## config.mk

```make
export PLATFORM = sky130hd
export DESIGN_NAME = mantissa_mult_seq
export DESIGN_NICKNAME = d
export VERILOG_FILES = /design/src/rtl/mantissa_mult_seq.sv
export SDC_FILE = /design/constraint.sdc
export NUM_CORES = 1
export LEC_CHECK = 0
export CELL_PAD_IN_SITES_DETAIL_PLACEMENT = 0
export CELL_PAD_IN_SITES_GLOBAL_PLACEMENT = 1
export CORE_MARGIN = 10
export CORE_UTILIZATION = 37
export CTS_BUF_LIST = sky130_fd_sc_hd__clkbuf_4
export DETAILED_ROUTE_END_ITERATION = 16
export PLACE_DENSITY = 0.9
export SETUP_SLACK_MARGIN = 0.3
export SYNTH_ARGS = -nofsm -noshare
export SYNTH_HDL_FRONTEND = slang
export SYNTH_SLANG_ARGS = --single-unit
```

## constraint.sdc

```tcl
create_clock -name clk_in -period 2.07 [get_ports clk_in]
set_clock_uncertainty 0.15 [all_clocks]
set_input_delay 0.3105 -clock clk_in [delete_from_list [all_inputs] [get_ports clk_in]]
set_output_delay 0.3105 -clock clk_in [all_outputs]
set_load 0.005 [all_outputs]
```

## src/rtl/mantissa_mult_seq.sv

```systemverilog
// mantissa_mult_seq
// Sequential shift-and-add unsigned multiplier for the mantissa datapath.
// An external adder (alu_c, hardwired to add) is driven through alu_A_out/
// alu_B_out, and its sum/carry come back on alu_sum_in/alu_C_in each cycle.
// The full 2*WIDTH-bit product is accumulated over WIDTH CALC cycles and
// handed on with a one-cycle done strobe.
//
// Ports:
//   clk_in       - clock, rising edge
//   rst_n_in     - asynchronous active-low reset
//   start_in     - multiply request, sampled only in IDLE
//   mult_A_in    - multiplicand, latched on accepted start
//   mult_B_in    - multiplier, latched on accepted start
//   alu_A_out    - adder operand A (accumulator high half during CALC)
//   alu_B_out    - adder operand B (multiplicand or zero during CALC)
//   alu_op_out   - adder op select, always add (0)
//   alu_sum_in   - adder sum
//   alu_C_in     - adder carry out
//   product_out  - registered product, updated only on CALC->DONE
//   busy_out     - high in CALC and DONE
//   done_out     - one-cycle strobe with each new product
module mantissa_mult_seq #(
  parameter int unsigned WIDTH = 16
) (
  input  logic               clk_in,
  input  logic               rst_n_in,
  input  logic               start_in,
  input  logic [WIDTH-1:0]   mult_A_in,
  input  logic [WIDTH-1:0]   mult_B_in,
  output logic [WIDTH-1:0]   alu_A_out,
  output logic [WIDTH-1:0]   alu_B_out,
  output logic               alu_op_out,
  input  logic [WIDTH-1:0]   alu_sum_in,
  input  logic               alu_C_in,
  output logic [2*WIDTH-1:0] product_out,
  output logic               busy_out,
  output logic               done_out
);

  localparam int unsigned CNT_W = $clog2(WIDTH + 1);

  typedef enum logic [1:0] {
    IDLE = 2'd0,
    CALC = 2'd1,
    DONE = 2'd2
  } state_t;

  state_t             state;
  logic [WIDTH-1:0]   m;
  logic [WIDTH-1:0]   p_hi;
  logic [WIDTH-1:0]   p_lo;
  logic [CNT_W-1:0]   cnt;

  // Shift the adder result right by one: the carry becomes the new MSB of
  // the accumulator and the sum LSB drops into the top of the multiplier.
  logic [WIDTH-1:0]   next_hi;
  logic [WIDTH-1:0]   next_lo;

  always_comb begin
    next_hi = {alu_C_in, alu_sum_in[WIDTH-1:1]};
    next_lo = {alu_sum_in[0], p_lo[WIDTH-1:1]};
  end

  // Outputs are decoded from state and registers only, so there is no
  // combinational path from the adder results back to any output.
  always_comb begin
    alu_A_out  = '0;
    alu_B_out  = '0;
    alu_op_out = 1'b0;
    busy_out   = (state != IDLE);
    done_out   = (state == DONE);
    if (state == CALC) begin
      alu_A_out = p_hi;
      alu_B_out = p_lo[0] ? m : '0;
    end
  end

  always_ff @(posedge clk_in or negedge rst_n_in) begin
    if (!rst_n_in) begin
      state       <= IDLE;
      m           <= '0;
      p_hi        <= '0;
      p_lo        <= '0;
      cnt         <= '0;
      product_out <= '0;
    end else begin
      case (state)
        IDLE: begin
          if (start_in) begin
            m     <= mult_A_in;
            p_lo  <= mult_B_in;
            p_hi  <= '0;
            cnt   <= CNT_W'(WIDTH);
            state <= CALC;
          end
        end
        CALC: begin
          p_hi <= next_hi;
          p_lo <= next_lo;
          cnt  <= cnt - CNT_W'(1);
          if (cnt == CNT_W'(1)) begin
            product_out <= {next_hi, next_lo};
            state       <= DONE;
          end
        end
        DONE: begin
          state <= IDLE;
        end
        default: begin
          state <= IDLE;
        end
      endcase
    end
  end

endmodule

```

# Word level (Yosys, flattened, before mapping)
# Index checks and enable logic that the tools add are counted.
op_classes:
  add_sub_neg: 1
  mul: 0
  n_div: 0
  order_cmp: 0
  eq_ne: 5
  n_shift: 0
  muxes: 12
  n_bitwise: 0
  n_reduce_logical: 7
op_table:
  columns: ["cell", "count"]
  rows:
  - ["two-way mux 16 bit", 5]
  - ["case mux 16 bit (2 select lines)", 2]
  - ["case mux 5 bit (2 select lines)", 1]
  - ["AND reduction 2 bit", 4]
  - ["== test 5 x 1 -> 1 bit (second input constant)", 1]
  - ["two-way mux 5 bit", 1]
  - ["subtractor 5 x 1 -> 5 bit (second input constant)", 1]
  - ["two-way mux 2 bit", 2]
  - ["case mux 2 bit (2 select lines)", 1]
  - ["nonzero test 2 bit", 2]
  - ["== test 2 x 1 -> 1 bit (second input constant)", 1]
  - ["== test 2 bit (second input constant)", 1]
  - ["logical NOT 2 bit", 1]
  - ["inequality test 2 x 1 -> 1 bit (second input constant)", 1]
  - ["inequality test 2 bit (second input constant)", 1]
totals:
  register_bits: 87
  latchBits: 0
  mem_bits_rw: 0
  romBits: 0
  out_inout_bits: 67
  elab_cells: 31
  memories: 0

# Depth between registers and ports, before layout
logic_depth:
  ltp_word: 3
  mapped_depth: 6
  depth_no_buf: 5

# Least setup slack after synthesis
# Ideal clock, no wire load.
synth_path:
  path_type: "register to output"
  from: "register state[1]"
  to: "output alu_A_out[10]"
  t_arrival_ps: 1198
  t_required_ps: 1610
  setup_slack_ps: 411
  path_stages_with_launch: 5
  path_cell_list: "dfrtp_1 -> and2b_4 -> buf_2 -> clkbuf_1 -> and2_1"
synth_via:
  elab_chain_len: 2
synth_lines:
  columns: ["item", "line", "source"]
  rows:
  - ["from (decl)", "48", "state_t state;"]
  - ["from (signal assigned)", "80", "state <= IDLE;"]
  - ["from (signal assigned)", "94", "state <= CALC;"]
  - ["from (signal assigned)", "103", "state <= DONE;"]
  - ["== test 2 x 1 -> 1 bit", "72", "if (state == CALC) begin"]
  - ["two-way mux 16 bit", "72", null]
  - ["to (decl)", "30", "output logic [WIDTH-1:0] alu_A_out,"]
# No other way between the ends.

# Worst setup path in the final report
layout_path:
  from: "register state[0]"
  to: "output alu_A_out[9]"
# Same word-level chain as after synthesis.

==> results_dict.tcl <==
set metrics [dict create \
    critPathKind "reg -> out" \
    required_ns 1.61 \
    max_slew_margin_pct 62.16 \
    violations "setup timing" \
    rsz0062_at_grt "true" \
    seqPwrFrac_pct 36.4 \
    globalplace.congestion 0.7601 \
    synth_top_area_share_pct 57.20 \
    fillers 799 \
    crit_fanout 8 \
    peakVddDrop_mv 0.5873 \
    synth_common_cells "114 x nand2_1, 87 x dfrtp_1, 29 x mux2_4" \
    setup_tns_ns -0.2800 \
    outcome "finished with violations" \
    clockBufferDepth 2 \
    p_per_area_nw_per_um2 1405 \
    hold_class "in -> async" \
    seqCellArea_um2 2177 \
    root_buffer "clkbuf_4" \
    dp_cells 589 \
    drc 0 \
    io_pins 119 \
    ys_ff_latch 87 \
    placed_area_um2 5159 \
    leakage_nw 3.169 \
    nNetsFinal 561 \
    cap_violations 0 \
    rows 36 \
    synth_top_area_cell "dfrtp_1" \
    fmax_mhz 475.1 \
    synth_seq_area_share_pct 57.20 \
    syn_to_final_growth_pct 61.87 \
    crit_path_end_kind "output pin" \
    ys.flop_type "dfrtp_1" \
    post_drt_wl_per_cell_um 17.88 \
    grt_max_degree 33 \
    detail-route-antenna-nets 0 \
    stdcell_area_um2 6161 \
    p_comb_share_pct 53.0 \
    cts-buffers-inserted 9 \
    drt_first_pass_iters 4 \
    ys_warn_count 0 \
    synth_edf_count 0 \
    antenna_found_initial 0 \
    die_w_um 121.4 \
    start_kind "register" \
    die_y_um 121.4 \
    viasPerCell 4.814 \
    avgSynthCellArea_um2 10.97 \
    dp_hpwl_um 7107 \
    timing.final.crit_share_pct 101.7 \
    synth.area.top_cells "dfrtp_1 57%, mux2_4 11%, nand2_1 11%, a22oi_1 3.2%, and2_1 2.6%" \
    cts_sinks 87 \
    finalNonFillerCells 645 \
    insertion_delay_ns 0.42 \
    drt-total-wl_um 11540 \
    clkSlewWorstSetupHoldPaths_ns 0.14 \
    synth-async-reset-ratio_pct 100.0 \
    cts_tree "built" \
    core_area_um2 9910 \
    initial_core_util_pct 38.41 \
    sw_frac_of_total_pct 33.92 \
    arrival_ns 1.64 \
    internal_power_mw 5.719 \
    grt_usage_pct 14.57 \
    multi_input_area_um2 1848 \
    synthMostInstantiatedCell "nand2_1" \
    synthCells 347 \
    finalCriticalPeriod_ns 2.105 \
    grt_pass1_vias 3281 \
    grt_first_pass_wirelength_um 17310 \
    synthesis.nets 401 \
    fp.dieArea_um2 14740 \
    syn_area_um2 3806 \
    setup_ws_ns -0.03460 \
    htree_num_levels 3 \
    clockPowerShare_pct 10.6 \
    tightest_slew_ns 0.5675 \
    setup_viol_count_final 16 \
    io_buffers 117 \
    drtIter0Drc 90 \
    power_switching_mw 2.935 \
    vias 3105 \
    hold_slack_ns 0.2095 \
    hold_viol_final 0 \
    preCtsSetupSlack_ns 0.07473 \
    slew_viol_final 0 \
    ys_types 31 \
    drive_above_1_share_pct 42.66 \
    grt_remaining_overflow 0 \
]
-- area by class of cell --
type | instances | area share, %
tap | 133 | 2.701
sequential | 87 | 35.34
antenna | 1 | 0.04062
clock buffer | 10 | 1.219
multi-input combinational | 234 | 30.00
timing repair buffer | 172 | 29.71
clock inverter | 5 | 0.8123
inverter | 3 | 0.1828
-- worst paths after layout --
path	from	end	slack, ns	cells past startpoint
max in group asynchronous	rst_n_in	p_lo[4]	0.85	3
hold reg to reg	m[14]	m[14]	0.35	2
hold / removal	rst_n_in	product_out[25]	0.21	2
setup reg to reg	state[1]	p_hi[8]	0.14	8
min in group clk_in	mult_A_in[8]	m[8]	0.26	3
setup / recovery	state[0]	alu_A_out[9]	-0.03	6
-- stage by stage --
step / utilization (%) / power, mW
final: 62.17 / 8.654
after global placement: 52.06 / 6.343
after CTS: 56.06 / 7.873
after floorplan: - / 4.623
after detailed placement: 52.06 / 6.450
after global routing: 62.15 / 9.248
-- placed cells by master, fill, tap and decap left out, types with 3 or more instances in the layout --
master,count
a22oi_2,15
and2_4,16
and3_1,5
and3_4,11
buf_12,7
buf_2,6
buf_4,29
buf_6,38
buf_8,4
clkbuf_16,3
clkbuf_4,10
clkdlybuf4s50_1,50
dfrtp_1,87
dlygate4sd2_1,23
dlymetal6s2s_1,9
inv_1,3
mux2_4,32
nand2_1,96
nand2_2,13
nand2_4,5
nand3_2,16
-- kinds of logic (layout without fill, tap and decap cells) --
| group | Yosys count | in the layout | synth area share [%] |
|---|---|---|---|
| muxes | 33 | 33 | 12.59 |
| and+or+nand+nor | 175 | 175 | 21.50 |
| buffers and inverters | 26 | 190 | 3.616 |
| adders and majority gates | 2 | 2 | 0.6574 |
| other | 1 | 2 | 0.09852 |
| DFF | 87 | 87 | 57.20 |
| AOI/OAI and AO/OA | 23 | 23 | 4.340 |
-- metal layers --
layer	vias to the layer above	global-route usage, %	routed length (um)
met1	1541	18.37	5127
met2	85	23.34	5645
met3	9	4.607	643
met4	0	4.322	117
li1	1470	-	-
met5	-	0	0
-- sequential cells by signal, indices dropped and copies added (netlist names) --
signal	flops
product_out	32
m	16
p_hi	16
p_lo	16
cnt	5
state	2
-- what timing repair did --
item	4_1_cts	5_1_grt
setup buffers	23	8
pin swaps	16	16
cloned	2	6
gates resized for setup	209	111
endpoints found under the setup margin	71	127
endpoints found under the hold margin	29	0
hold buffers	1	0
-- power groups by stage --
stage | Sequential [mW] | Clock, mW | Combinational (mW)
final | 3.15 | 0.921 | 4.59
after global placement | 3.03 | 0 | 3.32
after CTS | 3.01 | 0.948 | 3.91
after floorplan | 2.92 | 0 | 1.70
after global routing | 3.25 | 1.03 | 4.97
after detailed placement | 3.04 | 0 | 3.41
-- critical path, cell delays in order, from the launching register on --
cell     delay [ns]
dfrtp_1        0.42
and2b_4        0.19
buf_6          0.12
buf_12         0.12
buf_16         0.13
and2_4         0.14
buf_6          0.11
Power figures use the tool's default switching activity.
